--- src/rtl/mant_div8.sv ---
// rtl/mant_div8.sv - sequential unsigned restoring divider, one quotient bit per clock
module mant_div8 #(
    parameter int WIDTH = 8
) (
    input  logic             clk,
    input  logic             rst,
    input  logic             in_valid,
    output logic             in_ready,
    input  logic [WIDTH-1:0] dividend,
    input  logic [WIDTH-1:0] divisor,
    output logic             out_valid,
    input  logic             out_ready,
    output logic [WIDTH-1:0] quotient,
    output logic [WIDTH-1:0] remainder,
    output logic             div_by_zero
);

    localparam int CW = $clog2(WIDTH) + 1;

    typedef enum logic [1:0] {
        IDLE = 2'd0,
        BUSY = 2'd1,
        DONE = 2'd2
    } state_t;

    state_t state;
    state_t state_nxt;

    logic [WIDTH-1:0] div_reg;
    logic [WIDTH-1:0] q_reg;
    logic [WIDTH:0]   rem_reg;
    logic [CW-1:0]    cnt;

    logic [WIDTH:0]   trial;
    logic [WIDTH:0]   diff;
    logic [WIDTH:0]   rem_nxt;
    logic [WIDTH-1:0] q_shift;
    logic             fits;
    logic             last_step;
    logic             div_zero;

    // One restoring step: shift in the next dividend bit, trial-subtract at full WIDTH+1 width
    always_comb begin
        trial     = {rem_reg[WIDTH-1:0], q_reg[WIDTH-1]};
        diff      = trial - {1'b0, div_reg};
        fits      = (trial >= {1'b0, div_reg});
        rem_nxt   = fits ? diff : trial;
        q_shift   = {q_reg[WIDTH-2:0], fits};
        last_step = (cnt == CW'(WIDTH - 1));
        div_zero  = (div_reg == '0);
    end

    // State register
    always_ff @(posedge clk or posedge rst) begin
        if (rst) begin
            state <= IDLE;
        end else begin
            state <= state_nxt;
        end
    end

    // Next-state decode; a zero divisor skips the iteration and finishes after one BUSY cycle
    always_comb begin
        state_nxt = state;
        case (state)
            IDLE: if (in_valid) state_nxt = BUSY;
            BUSY: if (div_zero || last_step) state_nxt = DONE;
            DONE: if (out_ready) state_nxt = IDLE;
            default: state_nxt = IDLE;
        endcase
    end

    assign in_ready  = (state == IDLE);
    assign out_valid = (state == DONE);

    // Operand capture, iteration, and result registers that only change on DONE entry
    always_ff @(posedge clk or posedge rst) begin
        if (rst) begin
            div_reg     <= '0;
            q_reg       <= '0;
            rem_reg     <= '0;
            cnt         <= '0;
            quotient    <= '0;
            remainder   <= '0;
            div_by_zero <= 1'b0;
        end else begin
            case (state)
                IDLE: begin
                    if (in_valid) begin
                        div_reg <= divisor;
                        q_reg   <= dividend;
                        rem_reg <= '0;
                        cnt     <= '0;
                    end
                end
                BUSY: begin
                    if (div_zero) begin
                        quotient    <= '1;
                        remainder   <= q_reg;
                        div_by_zero <= 1'b1;
                    end else begin
                        q_reg   <= q_shift;
                        rem_reg <= rem_nxt;
                        cnt     <= cnt + 1'b1;
                        if (last_step) begin
                            quotient    <= q_shift;
                            remainder   <= rem_nxt[WIDTH-1:0];
                            div_by_zero <= 1'b0;
                        end
                    end
                end
                default: ;
            endcase
        end
    end

    // Restoring invariant: the partial remainder never reaches the divisor
    rem_in_range: assert property (@(posedge clk) disable iff (rst)
        (state == BUSY && !div_zero) |-> (rem_reg < {1'b0, div_reg}));

endmodule

--- config.mk ---
export PLATFORM = sky130hd
export DESIGN_NAME = mant_div8
export DESIGN_NICKNAME = d
export VERILOG_FILES = /design/src/rtl/mant_div8.sv
export SDC_FILE = /design/constraint.sdc
export NUM_CORES = 1
export LEC_CHECK = 0
export CAP_MARGIN = 20
export CORE_MARGIN = 2
export CORE_UTILIZATION = 45
export DETAILED_ROUTE_END_ITERATION = 8
export HOLD_SLACK_MARGIN = 0.02
export PLACE_DENSITY_LB_ADDON = 0.2
export SYNTH_ARGS = -nofsm -noshare
export SYNTH_HDL_FRONTEND = slang
export SYNTH_SLANG_ARGS = --single-unit
export TNS_END_PERCENT = 30
--- constraint.sdc ---
create_clock -name clk -period 2.9 [get_ports clk]
set_input_delay 0.435 -clock clk [delete_from_list [all_inputs] [get_ports clk]]
set_output_delay 0.435 -clock clk [all_outputs]
set_load 0.01 [all_outputs]
==> results by group, run 1 <==
Worst setup path
  – Register-to-Register Path Depth: 10
  – Critical Path AT: 2420 ps
  – Critical path type: flip-flop to flip-flop
  – CP max FO: 3
  – CP endpoint: rem_reg[6]$_DFFE_PP0P_
  – CP Capture Type: flip-flop
  – CP required: 3130 ps
  – Setup crit start: q_reg[7]$_DFFE_PP0P_
  – Reg2reg end: rem_reg[6]$_DFFE_PP0P_
  – Startpoint Class: flip-flop
  – R2r startpoint: q_reg[7]$_DFFE_PP0P_
  – Reg2reg setup slack: 720 ps

Finish
  – Number of fill cells in the layout: 468
  – Multi-input logic area: 1155 µm²
  – Commonest non-fill, non-tap cell in the layout: dfrtp_1
  – Layout cells sized above 1: 8.054%
  – Antenna Cells: 0
  – Area Overhead vs Synth: 21.17%
  – Nets: 327
  – FF/Latch Area: 1176 µm²
  – Most frequent cells in the layout: 47 x dfrtp_1, 39 x nand2_1, 38 x clkdlybuf4s50_1

Drt
  – DR top layer: met4
  – Routed wl met2: 2624 µm
  – Routed len/inst: 15.37 µm
  – Via density: 5.440
  – DRC viols: 0
  – DR WL met3: 149 µm
  – M1 wire length: 2766 µm
  – WL final: 5657 µm
  – DR vias: 2002
  – DR iter-0 viols: 141
  – Pre-Repair DR Iteration Count: 4
  – Final antenna-violating net count: 0

Synthesis
  – Adder-cell share of the synthesized area: 5.419%
  – Syn nets: 289
  – Post-synthesis compound-gate area fraction: 20.86%
  – Post-synth cell types: 42
  – Synth top area cells: dfrtp_1 48%, nand2_1 6.0%, ha_1 4.6%
  – Number of synthesized flops with an enable pin: 0
  – Cells after synthesis: 259
  – Cell accounting for the most synthesized area: dfrtp_1
  – Xor/xnor cell area share of the yosys netlist: 2.147%
  – Register area share after synthesis: 48.06%
  – Top cell type's share of synthesized area: 48.06%
  – Post-synthesis mux area share: 1.278%
  – Most used flip-flop cell after synthesis: dfrtp_1
  – Synthesized flop and latch total: 47
  – Synth Area in Simple Gates: 17.48%
  – Ys async rst share: 100.0%
  – Warning count from the yosys run: 0
  – Mean Syn Cell Area: 9.449 µm²
  – Combinational family with the most area after synthesis: compound AO/OA/AOI/OAI gates
  – Synthesized area: 2447 µm²

Clock network
  – Clk buf depth: 2
  – Sinks on Clock Net: 47
  – # resized after CTS: 0
  – Cts hold-fix bufs: 0
  – Clock-pin slew on the worst setup and hold paths: 100 ps
  – Cts bufs inserted: 5
  – Root Buffer: clkbuf_8
  – Setup bufs post-CTS: 0
  – Clk_lat worst skew: 310 ps
  – CTS tree: built
  – Max H-tree Level: 2

Timing
  – Hold slack: 433.4 ps
  – Final setup TNS: 0 ps
  – RSZ-0062 raised after global routing: false
  – Max_slew headroom: 62.14%
  – Fin crit period: 2182 ps
  – Period utilization: 75.23%
  – Finish-stage setup viols: 0
  – Actual slew at the worst max-slew pin: 566.5 ps
  – Post-route clock skew: 12.55 ps
  – Final Max Tran Viols: 0
  – Fmax: 458.4 MHz
  – Final hold violations: 0

Floorplan
  – Die area: 6044 µm²
  – Ports: 39
  – Starting density of the core: 47.31%
  – Site Rows: 26
  – Die W: 77.75 µm
  – Die height: 77.75 µm
  – Core ar.: 5172 µm²

Global routing
  – Largest net degree at the start of global routing: 22
  – Initial antenna violation count: 0
  – Global-route wire length before repair: 9694 µm
  – Tot GR Track Use: 20.44%
  – Vias in the first global route: 2009
  – GRT overflow: 0

Placed design
  – Port-buffer cells: 38
  – GP Congestion: 0.9003
  – Post-DP HPWL: 4114 µm

Power
  – Maximum vdd drop: 0.0008545 V
  – Pleak: 1.245 nW
  – PwrDens: 1382 nW/µm²

Hold path
  – Hold WC Path Type: input pin to async pin

Flow run
  – Max cap viols: 0

Outcome
  – Status: completed
-- report_power, final --
part           switching, mW  total (mW)  internal (mW)
Combinational           1.38        2.43           1.04
Sequential             0.246        1.24          0.992
Clock                  0.240       0.435          0.195
-- cell usage after synthesis (2+ instances only) --
cell type and instances:
o22a_1 6, xnor2_1 3, nor4_1 2, a21oi_4 2, nor2b_1 3, o21ai_0 19, ha_1 9, dfrtp_1 47
o21ai_1 8, and2_1 3, buf_6 4, nand2b_1 3, clkbuf_1 3, o22ai_1 5, buf_2 3, nand4_1 2
a31oi_1 11, a21oi_1 13, nand2_1 39, a211oi_2 2, a22oi_1 3, nor2_1 22, a211oi_1 2, mux2i_1 2
nand3_1 12, inv_1 12, xor2_1 3, nand2_4 2
-- per-layer routing --
layer | up-vias | GRT usage (%)
met3 | 11 | 3.721
met4 | 0 | 7.321
met1 | 965 | 28.07
li1 | 989 | -
met2 | 37 | 32.50
met5 | - | 0
-- cell families after synthesis --
family                   Yosys count
XOR/XNOR                           6
multiplexers                       3
flip-flops                        47
AND/OR/NAND/NOR                   93
adder cells (fa/ha/maj)           10
buffers and inverters             22
AO/OA/AOI/OAI                     78
-- metrics by stage --
| step | setup slack [ps] | cells | cell area (µm²) | power [mW] | utilization, % |
|---|---|---|---|---|---|
| finish | 718.4 | 368 | 2965 | 4.097 | 57.33 |
| detailed placement | 755.2 | 360 | 2867 | 3.659 | 55.42 |
| global placement | 793.9 | 360 | 2867 | 3.620 | 55.42 |
| global route | 533.8 | 368 | 2965 | 4.437 | 57.33 |
| CTS | 724.4 | 368 | 2965 | 4.107 | 57.33 |
| floorplan | 888.7 | 259 | 2447 | 3.020 | - |
-- critical path, stage by stage (launching register included) --
cell and delay (ps):
dfrtp_1 410, inv_1 70, ha_1 180, inv_1 60, fa_1 410, a211oi_1 280
o21bai_1 110, a21oi_1 180, xnor2_1 160, nand2b_2 80, a31oi_1 150
-- how the worst min path moves through the flow --
stage          slack (ps)                      end  depth (start not counted)               startpoint
6_report              430     q_reg[7]$_DFFE_PP0P_                          2                      rst
5_1_grt               460     q_reg[7]$_DFFE_PP0P_                          2                      rst
4_1_cts               440     q_reg[7]$_DFFE_PP0P_                          2                      rst
3_5_place_dp          480  quotient[3]$_DFFE_PP0P_                          1  quotient[3]$_DFFE_PP0P_
3_3_place_gp          470  quotient[6]$_DFFE_PP0P_                          1  quotient[6]$_DFFE_PP0P_
2_1_floorplan         480   div_reg[0]$_DFFE_PP0P_                          2   div_reg[0]$_DFFE_PP0P_
-- layout make-up --
cell class / count / area share (%)
sequential: 47 / 39.66
multi-input combinational: 190 / 38.95
timing repair buffer: 41 / 13.59
tap: 70 / 2.954
clock buffer: 6 / 2.785
inverter: 12 / 1.519
clock inverter: 2 / 0.5485
No activity file was read; power rests on OpenSTA's default activity.
==> run 2, diff against run 1 <==
clock period = 2 ns   (was 2.9 ns; I/O delays follow)
==> results by group, run 2 (synthesized netlist as in run 1, its figures left out) <==
Timing
  – Final hold violations: 0 (unchanged)
  – Actual slew at the worst max-slew pin: 565.8 ps (was 566.5 ps)
  – RSZ-0062 raised after global routing: true (was false)
  – Period utilization: 101.6% (was 75.23%)
  – Post-route clock skew: 8.043 ps (was 12.55 ps)
  – Fin crit period: 2033 ps (was 2182 ps)
  – Max_slew headroom: 62.14% (about the same)
  – Final setup TNS: -64.70 ps (was 0 ps)
  – Fmax: 492.0 MHz (was 458.4 MHz)
  – Setup WS post-layout: -32.66 ps (was 718.4 ps)
  – Finish-stage setup viols: 2 (was 0)
  – Hold slack: 334.1 ps (was 433.4 ps)
  – Final Max Tran Viols: 0 (unchanged)

Flow run
  – Max cap viols: 0 (unchanged)

Global routing
  – Vias in the first global route: 2160 (was 2009)
  – Initial antenna violation count: 0 (unchanged)
  – Global-route wire length before repair: 10080 µm (was 9694 µm)
  – GRT overflow: 0 (unchanged)
  – Tot GR Track Use: 21.00% (was 20.44%)
  – Largest net degree at the start of global routing: 48 (was 22)

Power
  – Pleak: 1.367 nW (was 1.245 nW)
  – PnR Total Power: 6.746 mW (was 4.097 mW)
  – PwrDens: 2088 nW/µm² (was 1382 nW/µm²)
  – Maximum vdd drop: 0.001215 V (was 0.0008545 V)

Floorplan
  – Site Rows: 26 (unchanged)
  – Die height: 77.75 µm (unchanged)
  – Core ar.: 5172 µm² (unchanged)
  – Starting density of the core: 47.31% (unchanged)
  – Ports: 39 (unchanged)
  – Die area: 6044 µm² (unchanged)
  – Die W: 77.75 µm (unchanged)

Clock network
  – Sinks on Clock Net: 47 (unchanged)
  – Root Buffer: clkbuf_8 (unchanged)
  – Clock-pin slew on the worst setup and hold paths: 90 ps (was 100 ps)
  – Cts hold-fix bufs: 0 (unchanged)
  – Clk buf depth: 2 (unchanged)
  – Clk_lat worst skew: 300 ps (was 310 ps)
  – CTS tree: built (unchanged)
  – Max H-tree Level: 2 (unchanged)
  – Cts bufs inserted: 5 (unchanged)

Outcome
  – Status: complete, but fails checks (was completed)
  – Failing checks: setup timing

Finish
  – Commonest non-fill, non-tap cell in the layout: dfrtp_1 (unchanged)
  – Nets: 348 (was 327)
  – Fin cells: 389 (was 368)
  – Antenna Cells: 0 (unchanged)
  – Most frequent cells in the layout: 47 x dfrtp_1, 39 x nand2_1, 38 x clkdlybuf4s50_1 (unchanged)
  – Utilization after layout: 62.46% (was 57.33%)
  – Area Overhead vs Synth: 32.00% (was 21.17%)
  – Layout cells sized above 1: 18.81% (was 8.054%)

Worst setup path
  – Critical path type: flip-flop to flip-flop (unchanged)
  – CP Capture Type: flip-flop (unchanged)
  – CP max FO: 3 (unchanged)
  – Startpoint Class: flip-flop (unchanged)
  – CP required: 2240 ps (was 3130 ps)
  – Critical Path AT: 2270 ps (was 2420 ps)

Drt
  – Routed len/inst: 14.75 µm (was 15.37 µm)
  – Final antenna-violating net count: 0 (unchanged)
  – DR vias: 2053 (was 2002)
  – Pre-Repair DR Iteration Count: 5 (was 4)
  – Via density: 5.278 (was 5.440)
  – DRC viols: 0 (unchanged)
  – WL final: 5739 µm (was 5657 µm)
  – DR iter-0 viols: 114 (was 141)

Placed design
  – GP Congestion: 0.8348 (was 0.9003)
  – Cells after DPL: 379 (was 360)
  – Post-DP HPWL: 4123 µm (was 4114 µm)
  – Port-buffer cells: 38 (unchanged)

Hold path
  – Hold WC Path Type: input pin to async pin (unchanged)
run 2: worst paths after layout:
| path | startpoint | to | slack (ps) | cells past startpoint |
|---|---|---|---|---|
| setup / recovery | q_reg[7]$_DFFE_PP0P_ | rem_reg[6]$_DFFE_PP0P_ | -30 | 10 |
| setup reg to reg | q_reg[7]$_DFFE_PP0P_ | rem_reg[6]$_DFFE_PP0P_ | -30 | 10 |
| min in group clk | quotient[3]$_DFFE_PP0P_ | quotient[3]$_DFFE_PP0P_ | 490 | 1 |
| hold / removal | rst | quotient[4]$_DFFE_PP0P_ | 330 | 3 |
| hold reg to reg | quotient[3]$_DFFE_PP0P_ | quotient[3]$_DFFE_PP0P_ | 490 | 1 |
| max in group asynchronous | rst | div_reg[2]$_DFFE_PP0P_ | 1450 | 3 |
run 2: per-stage QoR:
stage | area, µm² | setup WS (ps)
3_3_place_gp | 3027 | -0.3877
3_5_place_dp | 3027 | -40.00
6_report | 3231 | -32.66
4_1_cts | 3158 | -9.643
2_1_floorplan | 2452 | 40.30
5_1_grt | 3231 | -194.0
run 2: repair_timing:
item	4_1_cts	5_1_grt
pin swaps	0	6
buffers inserted	1	1
resized for setup	1	15
setup endpoints to repair	4	17
run 2: final cells by class:
cell class	instances	area [µm²]
flip-flops and latches	47	1176
well taps	70	87.58
fillers	449	1942
clock inverters	2	38.79
multi-input cells	190	1227
clock buffers	6	82.58
repair buffers	62	573.1
inverters	12	45.04
run 2: power breakdown:
group	total (mW)	leakage, nW	switching (mW)	internal (mW)
combinational	4.19	0.749	2.19	2.01
sequential	1.80	0.556	0.363	1.44
clock	0.750	0.0618	0.339	0.412
total	6.75	1.37	2.89	3.86
run 2: routing by layer:
metal	global-route usage [%]	part of all wire, %	vias to the layer above
met1	27.73	47	970
met4	7.500	1.9	0
met2	34.83	48	36
li1	-	-	1036
met5	0	0	-
met3	3.488	2.9	11
run 2: worst max-delay path, stage by stage (launching register included):
cell and delay (ps):
dfrtp_1 400, inv_2 80, ha_4 130, inv_2 40
fa_2 410, a211oi_2 250, o21bai_1 90, a21oi_1 160
xnor2_1 150, nand2b_2 90, a31oi_1 160
==> run 3, diff against run 2 <==
CTS_BUF_LIST = sky130_fd_sc_hd__clkbuf_4 sky130_fd_sc_hd__clkbuf_8 sky130_fd_sc_hd__clkbuf_16   (was default)
HOLD_SLACK_MARGIN = 0.12   (was 0.02)
==> results of run 3 <==
The final DEF is identical to that of run 2; final timing and power are the same.
==> edit: new RTL, settings of run 1 <==
Re-encode `state_t` (3 states) as one-hot, 3 bits wide.
--- a/src/rtl/mant_div8.sv
+++ b/src/rtl/mant_div8.sv
@@ -17,10 +17,10 @@
 
     localparam int CW = $clog2(WIDTH) + 1;
 
-    typedef enum logic [1:0] {
-        IDLE = 2'd0,
-        BUSY = 2'd1,
-        DONE = 2'd2
+    typedef enum logic [2:0] {
+        IDLE = 3'b001,
+        BUSY = 3'b010,
+        DONE = 3'b100
     } state_t;
 
     state_t state;
Formal check against the unedited RTL: same outputs for any inputs over 10 cycles, from zero or initial values and one cycle with rst high; not proved beyond that.
==> edit against run 1 <==
  * Sequential cell count up 1
  * Sequential power down 3%
  * Design area up 2.6%
  * Fmax down 8.6%
  * Synthesized area up 0.92%
  * Critical endpoint is now remainder[4]
  * Setup slack worse by 0.20 ns
  * Wire length down 3.9%
  * Global-route usage down 0.56 points
  * Total power down 14%
==> edit: results (changes against run 1) <==
========================================================================================
Share of synthesized area occupied by flip-flops and latches                       48.7%   was 48.1%
Rel. slew slack                                                                    53.6%   was 62.1%
CTS clk-pin slew, worst paths                                                    0.09 ns
Number of DRC markers after the initial detailed-route iteration                     103   was 141
Final-layout worst hold slack                                                   0.444 ns   was 0.433 ns
Setup slack of the most critical reg-to-reg path                                 0.51 ns   was 0.72 ns
# nets final                                                                         320   was 327
Synth unique cells                                                                    46   was 42
First-pass GRT wire length                                                       9540 um   was 9690 um
Routed wire length                                                               5430 um   was 5660 um
Synth area leaders                                                          dfrtp_1, nand2_1, ha_1, mux2i_1, o21ai_1   was dfrtp_1, nand2_1, ha_1, o21ai_0, nor2_1
Total number of vias                                                                1947   was 2002
Critical path's slowest cell                                                     a21oi_2   was dfrtp_1
Worst stage delay on the critical path                                           0.59 ns   was 0.41 ns
Leakage power                                                                    1.33 nW   was 1.24 nW
Arrival time at the worst endpoint                                               2.57 ns   was 2.42 ns
Post-detailed-placement cell area                                              2930 um^2   was 2870 um^2
GRT Resource Usage Total                                                           19.9%   was 20.4%
Routability-driven placement congestion ratio                                      0.884   was 0.900
Status                                                                      finished clean   unchanged
Maximum net fanout on the critical path                                               13   was 3
Fin Clk Skew                                                                  0.00696 ns   was 0.0125 ns
Share of post-route cells with drive strength above 1                              8.25%   was 8.05%
Syn_nets                                                                             280   was 289
Antenna cell count                                                                     0   unchanged
Highest ir drop seen on vdd                                                   0.000735 V   was 0.000854 V
Ranking of synthesized cells by instance count                              dfrtp_1, nand2_1, o21ai_1   was dfrtp_1, nand2_1, nor2_1
Worst min-delay path class                                                  input port to async pin   unchanged
Total half-perimeter wirelength after legalization and detailed placement        3980 um   was 4110 um
========================================================================================
edit: changes by cell type after synthesis, moves of 3 or more:
cell and change:
mux2i_1 +9, nand3_1 -3, o21ai_1 +14, nor2_1 -10, a31oi_1 -11, buf_6 -4, o21ai_0 -4, buf_4 +4
nand2_1 -4
edit: metrics by stage:
step	power [W]	instances	setup WS, ns
2_1_floorplan	0.00247	250	0.899
3_3_place_gp	0.00301	353	0.569
3_5_place_dp	0.00303	353	0.568
4_1_cts	0.00352	361	0.541
5_1_grt	0.00381	361	0.266
6_report	0.00351	361	0.514
edit: cell type report:
type | count | area, um^2
tap | 70 | 87.6
clock buffer | 5 | 68.8
inverter | 11 | 41.3
clock inverter | 3 | 42.5
timing repair buffer | 42 | 410
multi-input combinational | 182 | 1190
fill | 471 | 2160
sequential | 48 | 1200
edit: final timing paths:
kind                             start           end  depth (start not counted)
max reg2reg                 div_reg[2]  remainder[4]                          8
min reg2reg                div_by_zero   div_by_zero                          2
max in group asynchronous          rst      q_reg[7]                          3
min in group clk           div_by_zero   div_by_zero                          2
min                                rst      q_reg[1]                          2
max                         div_reg[2]  remainder[4]                          8
edit: logic make-up after synthesis:
group                    share of synthesized area, %
XOR/XNOR                                         2.13
AO/OA/AOI/OAI                                    18.7
AND/OR/NAND/NOR                                  16.4
multiplexers                                     4.91
adder cells (fa/ha/maj)                          5.37
flip-flops                                       48.7
buffers and inverters                            3.80
edit: worst max-delay path: cells and delay by family, from the launching register on:
kind | cells | cell delay [ns]
DFF | 1 | 0.37
adders and majority gates | 1 | 0.38
buffers and inverters | 1 | 0.07
and+or+nand+nor | 1 | 0.16
AOI/OAI and AO/OA | 5 | 1.28
edit: metal layers:
metal | share of wire, % | GRT usage, % | vias to the layer above | routed length [um]
met5 | 0 | 0 | - | 0
met4 | 2.0 | 7.19 | 0 | 106
met3 | 2.9 | 3.10 | 12 | 155
met2 | 45 | 29.7 | 35 | 2440
met1 | 50 | 29.4 | 932 | 2730
li1 | - | - | 968 | -
edit: power breakdown:
group	internal, W	leakage (nW)	switching (W)
sequential	0.000954	0.627	0.000247
clock	0.000255	0.0541	0.000233
combinational	0.000851	0.650	0.000971
